### src/rtl/keypad_pkg.sv
// Shared types and helpers for the 4x4 keypad scanner.
package keypad_pkg;
    localparam int NUM_COLS = 4;
    localparam int NUM_ROWS = 4;

    typedef enum logic {RELEASED = 1'b0, PRESSED = 1'b1} kp_state_e;

    typedef struct packed {
        logic       valid;
        logic [3:0] code;
    } cand_t;

    localparam cand_t CAND_NONE = '{valid: 1'b0, code: 4'h0};

    // Single pressed key -> its code; none or several -> NONE (code forced to 0
    // so that equality between NONE candidates is exact).
    function automatic cand_t classify(input logic [NUM_COLS*NUM_ROWS-1:0] snap);
        cand_t c;
        int    n;
        c = CAND_NONE;
        n = 0;
        for (int i = 0; i < NUM_COLS*NUM_ROWS; i++) begin
            if (snap[i]) begin
                n = n + 1;
                c.code = 4'(i);
            end
        end
        if (n == 1) c.valid = 1'b1;
        else        c.code  = 4'h0;
        return c;
    endfunction
endpackage

### src/rtl/keypad_debounce.sv
// Scan-count debounce with n-key lockout; owns the key/key_valid/key_held outputs.
module keypad_debounce
    import keypad_pkg::*;
#(
    parameter int DEBOUNCE_SCANS = 4
) (
    input  logic       clk,
    input  logic       rst_n,
    input  logic       scan_done,
    input  logic       cand_valid,
    input  logic [3:0] cand_code,
    output logic [3:0] key,
    output logic       key_valid,
    output logic       key_held
);
    localparam int DC_W = $clog2(DEBOUNCE_SCANS + 1);
    localparam logic [DC_W-1:0] DC_MAX = DC_W'(DEBOUNCE_SCANS);

    cand_t             cand;
    cand_t             prev_q, prev_d;
    logic [DC_W-1:0]   dc_q, dc_d;
    kp_state_e         state_q, state_d;
    logic [3:0]        key_q, key_d;
    logic              valid_q, valid_d;
    logic              held_q, held_d;

    assign cand = '{valid: cand_valid, code: cand_code};

    always_comb begin
        prev_d  = prev_q;
        dc_d    = dc_q;
        state_d = state_q;
        key_d   = key_q;
        valid_d = 1'b0;
        held_d  = held_q;
        if (scan_done) begin
            prev_d = cand;
            if (cand == prev_q) dc_d = (dc_q == DC_MAX) ? DC_MAX : dc_q + DC_W'(1);
            else                dc_d = DC_W'(1);
            // A different stable key while PRESSED is ignored: a new event needs a release first.
            if (dc_d == DC_MAX) begin
                case (state_q)
                    RELEASED: if (cand.valid) begin
                        state_d = PRESSED;
                        key_d   = cand.code;
                        valid_d = 1'b1;
                        held_d  = 1'b1;
                    end
                    PRESSED: if (!cand.valid) begin
                        state_d = RELEASED;
                        held_d  = 1'b0;
                    end
                    default: state_d = RELEASED;
                endcase
            end
        end
    end

    always_ff @(posedge clk or negedge rst_n) begin
        if (!rst_n) begin
            prev_q  <= CAND_NONE;
            dc_q    <= '0;
            state_q <= RELEASED;
            key_q   <= 4'h0;
            valid_q <= 1'b0;
            held_q  <= 1'b0;
        end else begin
            prev_q  <= prev_d;
            dc_q    <= dc_d;
            state_q <= state_d;
            key_q   <= key_d;
            valid_q <= valid_d;
            held_q  <= held_d;
        end
    end

    assign key       = key_q;
    assign key_valid = valid_q;
    assign key_held  = held_q;
endmodule

### src/rtl/keypad_scanner.sv
// 4x4 matrix keypad scanner: column drive, row sync, per-scan snapshot and classification.
module keypad_scanner
    import keypad_pkg::*;
#(
    parameter int SCAN_DIV       = 50000,
    parameter int DEBOUNCE_SCANS = 4
) (
    input  logic       clk,
    input  logic       rst_n,
    input  logic [3:0] row,
    output logic [3:0] col,
    output logic [3:0] key,
    output logic       key_valid,
    output logic       key_held
);
    localparam int DIV_W = $clog2(SCAN_DIV);
    localparam logic [DIV_W-1:0] DIV_LAST = DIV_W'(SCAN_DIV - 1);

    logic [3:0]                      row_s1_q, row_s2_q;
    logic [DIV_W-1:0]                div_q, div_d;
    logic [1:0]                      ci_q, ci_d;
    logic [NUM_COLS*NUM_ROWS-1:0]    snap_q, snap_d;
    logic                            done_q, done_d;
    logic                            last;
    cand_t                           cand;

    always_ff @(posedge clk or negedge rst_n) begin
        if (!rst_n) begin
            row_s1_q <= 4'hF;
            row_s2_q <= 4'hF;
        end else begin
            row_s1_q <= row;
            row_s2_q <= row_s1_q;
        end
    end

    assign last = (div_q == DIV_LAST);

    // Rows are sampled on the final dwell cycle so the synchronizer and the
    // keypad wiring have settled after the column switch.
    always_comb begin
        div_d  = last ? '0 : div_q + DIV_W'(1);
        ci_d   = last ? ci_q + 2'd1 : ci_q;
        snap_d = snap_q;
        if (last) snap_d[{ci_q, 2'b00} +: 4] = ~row_s2_q;
        done_d = last && (ci_q == 2'd3);
    end

    always_ff @(posedge clk or negedge rst_n) begin
        if (!rst_n) begin
            div_q  <= '0;
            ci_q   <= 2'd0;
            snap_q <= '0;
            done_q <= 1'b0;
        end else begin
            div_q  <= div_d;
            ci_q   <= ci_d;
            snap_q <= snap_d;
            done_q <= done_d;
        end
    end

    assign col  = ~(4'b0001 << ci_q);
    assign cand = classify(snap_q);

    keypad_debounce #(
        .DEBOUNCE_SCANS(DEBOUNCE_SCANS)
    ) u_debounce (
        .clk        (clk),
        .rst_n      (rst_n),
        .scan_done  (done_q),
        .cand_valid (cand.valid),
        .cand_code  (cand.code),
        .key        (key),
        .key_valid  (key_valid),
        .key_held   (key_held)
    );
endmodule
### config.mk
export PLATFORM = sky130hd
export DESIGN_NAME = keypad_scanner
export DESIGN_NICKNAME = d
export VERILOG_FILES = /design/src/rtl/keypad_pkg.sv /design/src/rtl/keypad_debounce.sv /design/src/rtl/keypad_scanner.sv
export SDC_FILE = /design/constraint.sdc
export NUM_CORES = 1
export LEC_CHECK = 0
export CORE_MARGIN = 3
export CORE_UTILIZATION = 58
export CTS_BUF_LIST = sky130_fd_sc_hd__clkbuf_4
export DETAILED_ROUTE_END_ITERATION = 10
export PLACE_DENSITY = 0.76
export SLEW_MARGIN = 20
export SYNTH_ARGS = -nofsm -noshare
export SYNTH_HDL_FRONTEND = slang
export SYNTH_SLANG_ARGS = --single-unit
### constraint.sdc
create_clock -name clk -period 9.9 [get_ports clk]
set_input_delay 1.485 -clock clk [delete_from_list [all_inputs] [get_ports clk]]
set_output_delay 1.485 -clock clk [all_outputs]
set_load 0.01 [all_outputs]
## Word level (Yosys, flattened, before mapping)

Index checks and enable logic that the tools add are counted.

- Mux-type cells: 45
- Add/sub/neg operators: 19
- Reduce and logical (&&, ||, !) cells: 4
- Shifts and indexed selects: 3
- Bitwise operators: 3
- Equal/unequal tests: 8

Operator list:

| operator | count |
|---|---|
| 32-bit by 2-bit adder with 32-bit output, second input constant | 14 |
| 32-bit two-way mux | 14 |
| 4-bit two-way mux | 14 |
| 32-bit by 2-bit == test with 1-bit output, second input constant | 1 |
| 16-bit by 1-bit adder with 16-bit output, second input constant | 1 |
| 16-bit bitwise mux | 1 |
| 16-bit == test, second input constant | 1 |
| 16-bit two-way mux | 1 |
| 4-bit by 6-bit variable shift with 16-bit output, first input constant | 1 |
| 4-bit by 6-bit indexed part select with 16-bit output | 1 |
| 1-bit two-way mux | 9 |
| 3-bit two-way mux | 3 |
| 4-bit NOT | 2 |
| 4-bit AND reduction | 2 |
| 3-bit == test, second input constant | 2 |
| 4-bit negator with 6-bit output | 1 |
| 5-bit == test | 1 |
| 2-bit two-way mux | 2 |
| 1-bit by 2-bit left shift with 4-bit output, first input constant | 1 |
| 3-bit by 1-bit adder with 3-bit output, second input constant | 1 |
| 1-bit by 1-bit adder with 2-bit output, second input constant | 1 |
| 2-bit by 1-bit adder with 2-bit output, second input constant | 1 |
| 2-bit == test, second input constant | 1 |
| 2-bit by 1-bit inequality test with 1-bit output, second input constant | 1 |
| 5 further kinds | 5 |

- Register bits after elaboration: 58
- Word-level logic and storage cells: 95
- Output and inout bits: 10
- Bits of input ports: 6

## Depth between registers and ports, before layout

Gate-level depths: netlist (run 1).

- Depth after elaboration: 39
- Gate-level depth with buffers: 53
- Depth with buffers taken out: 52

## By module

A second synthesis (run 1) with hierarchy kept.

- Cells, all modules: 519
- Area total of the unflattened synthesis: 4694.5 um^2

Modules (own cells, without submodules):

| module | seq. area each (um^2) | cells an instance | times used | area each (um^2) |
|---|---|---|---|---|
| keypad_scanner | 1086.0 | 458 | 1 | 3953.8 |
| keypad_debounce | 375.4 | 61 | 1 | 740.7 |

## Worst setup path after synthesis (run 1)

No wires, ideal clock.

- Path type: flip-flop to flip-flop
- From: register snap_q[1]
- To: register u_debounce.held_q, in the netlist u_debounce.key_held
- Stages on the path, launching flop included: 53
- Setup slack: -0.431 ns
- Library setup time: 0.128 ns
- Path buffers: 1
- Required time: 9.772 ns
- Arrival time: 10.204 ns
- Clock period less this slack: 10.331 ns
- Path through: dfrtp_1 > inv_1 > ha_1 > xor2_1 > ha_1 > mux2_2 > ha_1 > mux2_2 > ha_1 > nand2_1 > o31ai_1 > and2_1 > ha_1 > nand2_1 > nand2_1 > ha_1 > nand2_1 > o21ai_0 > [... 17 more ...] > a21oi_1 > a21o_1 > inv_1 > ha_1 > nand2_1 > o21ai_0 > ha_1 > xor2_1 > o22a_1 > o21ai_0 > o21ai_0 > or4_4 > nor2_2 > buf_6 > ha_1 > nor3_1 > mux2i_1 > mux2_1

RTL lines:

| item | RTL line | RTL |
|---|---|---|
| start, declared | keypad_scanner.sv:22 | `logic [NUM_COLS*NUM_ROWS-1:0] snap_q, snap_d;` |
| start signal, assigned | keypad_scanner.sv:58 | `snap_q <= snap_d;` |
| end signal, assigned | keypad_debounce.sv:73 | `held_q <= held_d;` |
| end, declared | keypad_debounce.sv:25 | `logic held_q, held_d;` |

## Worst setup path in the final report (run 1)

- From: register snap_q[1]
- To: register u_debounce.key_q[3], in the netlist u_debounce.key[3]

- Longest elaborated chain between the ends: 36
- Elaborated cells between the ends (all ways): 52
- Those cells by class: add/sub: 14; eq/ne: 3; mux: 34; reduce/logical: 1

Ends and longest elaborated chain:

| item | RTL line | RTL |
|---|---|---|
| 2-bit two-way mux | keypad_pkg.sv:23 | `if (snap[i]) begin` |
| 32-bit by 2-bit adder with 32-bit output | keypad_pkg.sv:24 | `n = n + 1;` |
| 32-bit two-way mux | keypad_pkg.sv:23 |  |
| 32-bit by 2-bit adder with 32-bit output | keypad_pkg.sv:24 |  |
| 32-bit two-way mux | keypad_pkg.sv:23 |  |
| 32-bit by 2-bit adder with 32-bit output | keypad_pkg.sv:24 |  |
| 32-bit two-way mux | keypad_pkg.sv:23 |  |
| 32-bit by 2-bit adder with 32-bit output | keypad_pkg.sv:24 |  |
| [... 20 more ...] | n/a |  |
| 32-bit two-way mux | keypad_pkg.sv:23 |  |
| 32-bit by 2-bit == test with 1-bit output | keypad_pkg.sv:28 | `if (n == 1) c.valid = 1'b1;` |
| 4-bit two-way mux / 1-bit two-way mux (equally long branches) | keypad_pkg.sv:28 |  |
| 5-bit == test | keypad_debounce.sv:38 | `if (cand == prev_q) dc_d = (dc_q == DC_MAX) ? DC_MAX : dc_q + DC_W'(1);` |
| 3-bit two-way mux | keypad_debounce.sv:38 |  |
| 3-bit two-way mux | keypad_debounce.sv:36 | `if (scan_done) begin` |
| 3-bit == test | keypad_debounce.sv:41 | `if (dc_d == DC_MAX) begin` |
| 4-bit AND reduction (no source line) | n/a |  |
| end signal, assigned | keypad_debounce.sv:71 | `key_q <= key_d;` |
| end, declared | keypad_debounce.sv:23 | `logic [3:0] key_q, key_d;` |

Several ways; a longest one is shown, not always the timed one. The select of a mux whose other input is x is not followed.
A chain may end at the register's enable or synchronous reset.

==> impl_summary.log, run 1 <==
[metrics] run status: finished clean
[metrics] Worst path max stage delay: 560 ps
[metrics] Post-Route Utilization: 0.695
[metrics] worst min-delay path class: flip-flop to flip-flop
[metrics] Post-Layout Inst Area: between 0.005 and 0.006 sq mm
[metrics] EDFF count, synth: 0
[metrics] core region area: roughly 0.008 sq mm
[metrics] Most common cell on crit path: sky130_fd_sc_hd__ha_4
[metrics] commonest non-fill, non-tap cell in the layout: sky130_fd_sc_hd__nand2_1
[metrics] HPWL reported at the end of detailed placement: ~7 mm
[metrics] number of global-route vias before repair: 3604
[metrics] category of cells accounting for the largest share of critical-path delay: adder cells
[metrics] mean post-synth cell area: a little over 9 sq um
[metrics] Worst Path Required: ~10000 ps
[metrics] number of top-level pins: 16
[metrics] clock buffer count from CTS: 9
[metrics] standard cell area after detailed placement: a little over 0.005 sq mm
[metrics] final worst clock skew: between 15 and 20 ps
[metrics] cell at the root of the clock tree: sky130_fd_sc_hd__clkbuf_4
[metrics] DR WL/cell: between 10 and 15 um
[metrics] count of nets after finishing: 568
[metrics] count of input and output buffers: 15
[metrics] antenna-violating nets left: 0
[metrics] endpoint class of the critical path: flip-flop
[metrics] Static Leak: about 2.3 nW
[metrics] count of unresolved DRC violations after routing: 0
[metrics] post-synth net total: 539
[metrics] endpoints failing hold: 0
[metrics] CTS clock-pin slew for the worst setup and hold paths: around 110 ps
[metrics] share of synthesized registers carrying an async set or reset: 1.00
[metrics] critical-path cell with the highest stage delay: sky130_fd_sc_hd__or4_4
[metrics] final clock period utilization by the worst path: 0.958
[metrics] Crit Path Class: flip-flop to flip-flop
[metrics] headroom to the max-slew limit: 0.524
[metrics] top library cells by usage in the layout, fill and taps aside: sky130_fd_sc_hd__nand2_1 (58), sky130_fd_sc_hd__dfrtp_1 (50), sky130_fd_sc_hd__xnor2_1 (40)
[metrics] commonest register cell after synthesis: sky130_fd_sc_hd__dfrtp_1
[metrics] maximum number of pins on one net before global-route repair: 59
[metrics] non-filler cells, final: between 600 and 700
[metrics] maximum capacitance violations: 0
[metrics] global routing usage summed across all routing layers: 0.223
[metrics] Final Max Slew Viols: 0
[metrics] full die area: slightly above 0.009 sq mm
[metrics] Antenna Cells: 0
[metrics] VDD IR-drop max: 0.106 mV
[metrics] #FFs+latches synth: 58
[metrics] Unique masters post-synth: between 70 and 80
[metrics] CTS hold repair buffers: 0
[metrics] peak clock frequency supported by timing: between 100 and 150 MHz
[metrics] Finish-stage setup viols: 0
[metrics] clock tree from TritonCTS: yes
[metrics] Total Routed Length: around 9.5 mm
[metrics] clk sinks: 58
[metrics] layout-stage area growth over the synthesis result: 15.6%
[metrics] die height: between 90 and 100 um
[metrics] slew at the pin closest to its max-slew limit: roughly 700 ps
[metrics] synthesized instance count: 509
[metrics] clock latency at the later pin of the worst-skew pair: roughly 390 ps
[metrics] average vias per placed instance: about 5.8
[metrics] data arrival time of the worst path: around 10000 ps
[metrics] dpl cells: slightly above 600
[metrics] Setup TNS Final: 0 ps
[metrics] worst-case clock buffer depth: 2
[metrics] number of detailed-routing iterations run before antenna repair: 4
[metrics] first-pass GRT wire length: approximately 16 mm
[metrics] PD cells: around 70 mW/mm^2
[metrics] maximum level of the CTS H-tree: 3
[metrics] total vias in the final route: between 3000 and 4000
[metrics] width of the die: about 96 um
[metrics] initial antenna violation count: 0
[metrics] element type at the critical path start: flip-flop
[metrics] weighted congestion at the end of routability-driven global placement: roughly 0.81
[metrics] post-synthesis cell area: 0.00469 sq mm
[metrics] number of buffers and inverters on the critical path: 6
[metrics] initial detailed-routing violation count: between 150 and 200
[metrics] share of cells above drive strength 1: 0.208
[metrics] synthesis warning total: 0
[metrics] final critical path time including I/O delays and setup: 9490 ps
[metrics] post-synthesis sequential area ratio: 0.312
[metrics] crit-path max FO: 4
[metrics] effective utilization at floorplan: 0.601
[metrics] total gr overflow: 0
[metrics] Placement Rows: 32
state kept, by name (all words and copies together), names as in the netlist, 2 cells and up:
| signal | flops |
|---|---|
| div_q | 16 |
| snap_q | 16 |
| u_debounce.prev_q | 5 |
| row_s1_q | 4 |
| row_s2_q | 4 |
| u_debounce.key | 4 |
| u_debounce.dc_q | 3 |
| ci_q | 2 |
area by class of cell:
| class | instances | area, sq um |
|---|---|---|
| clock buffers | 9 | 67.6 |
| clock inverters | 7 | 46.3 |
| fillers | 577 | 2380 |
| inverters | 31 | 119 |
| multi-input cells | 400 | 3280 |
| flip-flops and latches | 58 | 1460 |
| well taps | 102 | 128 |
| repair buffers | 38 | 322 |
per-stage QoR:
step	total power, W	hold WS [ps]	worst slack, ps
after floorplan	0.000245	345	1.76
after global routing	0.000405	356	-38.0
after CTS	0.000393	360	12.4
after global placement	0.000252	347	224
final	0.000385	359	412
after detailed placement	0.000252	347	-191
where the power goes:
group	switching (W)	leakage [nW]	internal (W)
Clock	0.0000878	0.0577	0.0000504
Combinational	0.00000446	1.50	0.00000175
Sequential	0.00000137	0.769	0.000240
synthesized netlist by cell type (3+ instances only):
library cell                n  share of area
sky130_fd_sc_hd__mux2i_1    4         0.0085
sky130_fd_sc_hd__a21oi_1   12          0.013
sky130_fd_sc_hd__nand4_1    3         0.0040
sky130_fd_sc_hd__xnor3_1    6          0.029
sky130_fd_sc_hd__mux2_2     4         0.0096
sky130_fd_sc_hd__nor2_1    33          0.026
sky130_fd_sc_hd__and3_1    12          0.016
sky130_fd_sc_hd__nor4_1     5         0.0067
sky130_fd_sc_hd__clkbuf_1  15          0.012
sky130_fd_sc_hd__dfrtp_1   50           0.27
sky130_fd_sc_hd__nor4b_1    3         0.0056
sky130_fd_sc_hd__nand2_1   62          0.050
sky130_fd_sc_hd__nand2b_1   4         0.0053
sky130_fd_sc_hd__o21bai_1   5         0.0080
sky130_fd_sc_hd__a22oi_1    5         0.0080
sky130_fd_sc_hd__o22ai_1    3         0.0040
sky130_fd_sc_hd__dfstp_2    8          0.045
sky130_fd_sc_hd__nor3b_1    3         0.0048
sky130_fd_sc_hd__o21ai_0   18          0.019
sky130_fd_sc_hd__inv_1     30          0.024
sky130_fd_sc_hd__nor3_1     6         0.0064
sky130_fd_sc_hd__xnor3_2    3          0.015
sky130_fd_sc_hd__a211oi_1   3         0.0048
sky130_fd_sc_hd__o31ai_1   19          0.030
sky130_fd_sc_hd__or3_1      5         0.0067
sky130_fd_sc_hd__nand3_1   29          0.031
sky130_fd_sc_hd__mux2_4     5          0.016
sky130_fd_sc_hd__nor2b_1    4         0.0053
sky130_fd_sc_hd__xor2_1    17          0.032
sky130_fd_sc_hd__o31a_1     3         0.0056
sky130_fd_sc_hd__xnor2_1   40          0.075
sky130_fd_sc_hd__nand3b_1   3         0.0048
sky130_fd_sc_hd__a31oi_1    3         0.0040
sky130_fd_sc_hd__and2_1     4         0.0053
sky130_fd_sc_hd__ha_1      24          0.064
kinds of logic after synthesis:
kind of cell               count (synthesis)  share of synthesized area
AOI/OAI and AO/OA                         96                      0.149
xor gates and xnor gates                  72                      0.179
adders and majority gates                 24                     0.0640
buffers and inverters                     51                     0.0459
DFF                                       58                      0.312
muxes                                     14                     0.0365
and+or+nand+nor                          194                      0.214
worst paths after layout:
check,from,to,slack (ps),depth (start not counted)
max,snap_q[1]$_DFFE_PN0P_,u_debounce.key[3]$_DFFE_PN0P_,410,50
min,row_s1_q[0]$_DFF_PN1_,row_s2_q[0]$_DFF_PN1_,360,0
max reg2reg,snap_q[1]$_DFFE_PN0P_,u_debounce.key[3]$_DFFE_PN0P_,410,50
min reg2reg,row_s1_q[0]$_DFF_PN1_,row_s2_q[0]$_DFF_PN1_,360,0
max in group asynchronous,rst_n,u_debounce.prev_q[3]$_DFFE_PN0P_,8210,2
min in group asynchronous,rst_n,u_debounce.key_valid$_DFF_PN0_,1200,2
layer usage:
| layer | vias to the layer above | share of wire | track usage | wire (um) |
|---|---|---|---|---|
| met3 | 15 | 0.029 | 0.0461 | 279 |
| li1 | 1879 | - | - | - |
| met1 | 1749 | 0.47 | 0.293 | 4470 |
| met4 | 0 | 0.016 | 0.0758 | 151 |
| met5 | - | 0 | 0 | 0 |
| met2 | 66 | 0.48 | 0.367 | 4580 |
timing repair:
| item | in CTS | in global routing |
|---|---|---|
| pin swaps | 4 | 16 |
| buffers inserted | 4 | 7 |
| setup endpoints to repair | 8 | 15 |
| resized for setup | 4 | 28 |
Power figures use the tool's default switching activity.
==> run 2, diff against run 1 <==
- TNS_END_PERCENT: default -> 5
==> results of run 2 <==
Final layout, timing and power as in run 1 (identical DEF).
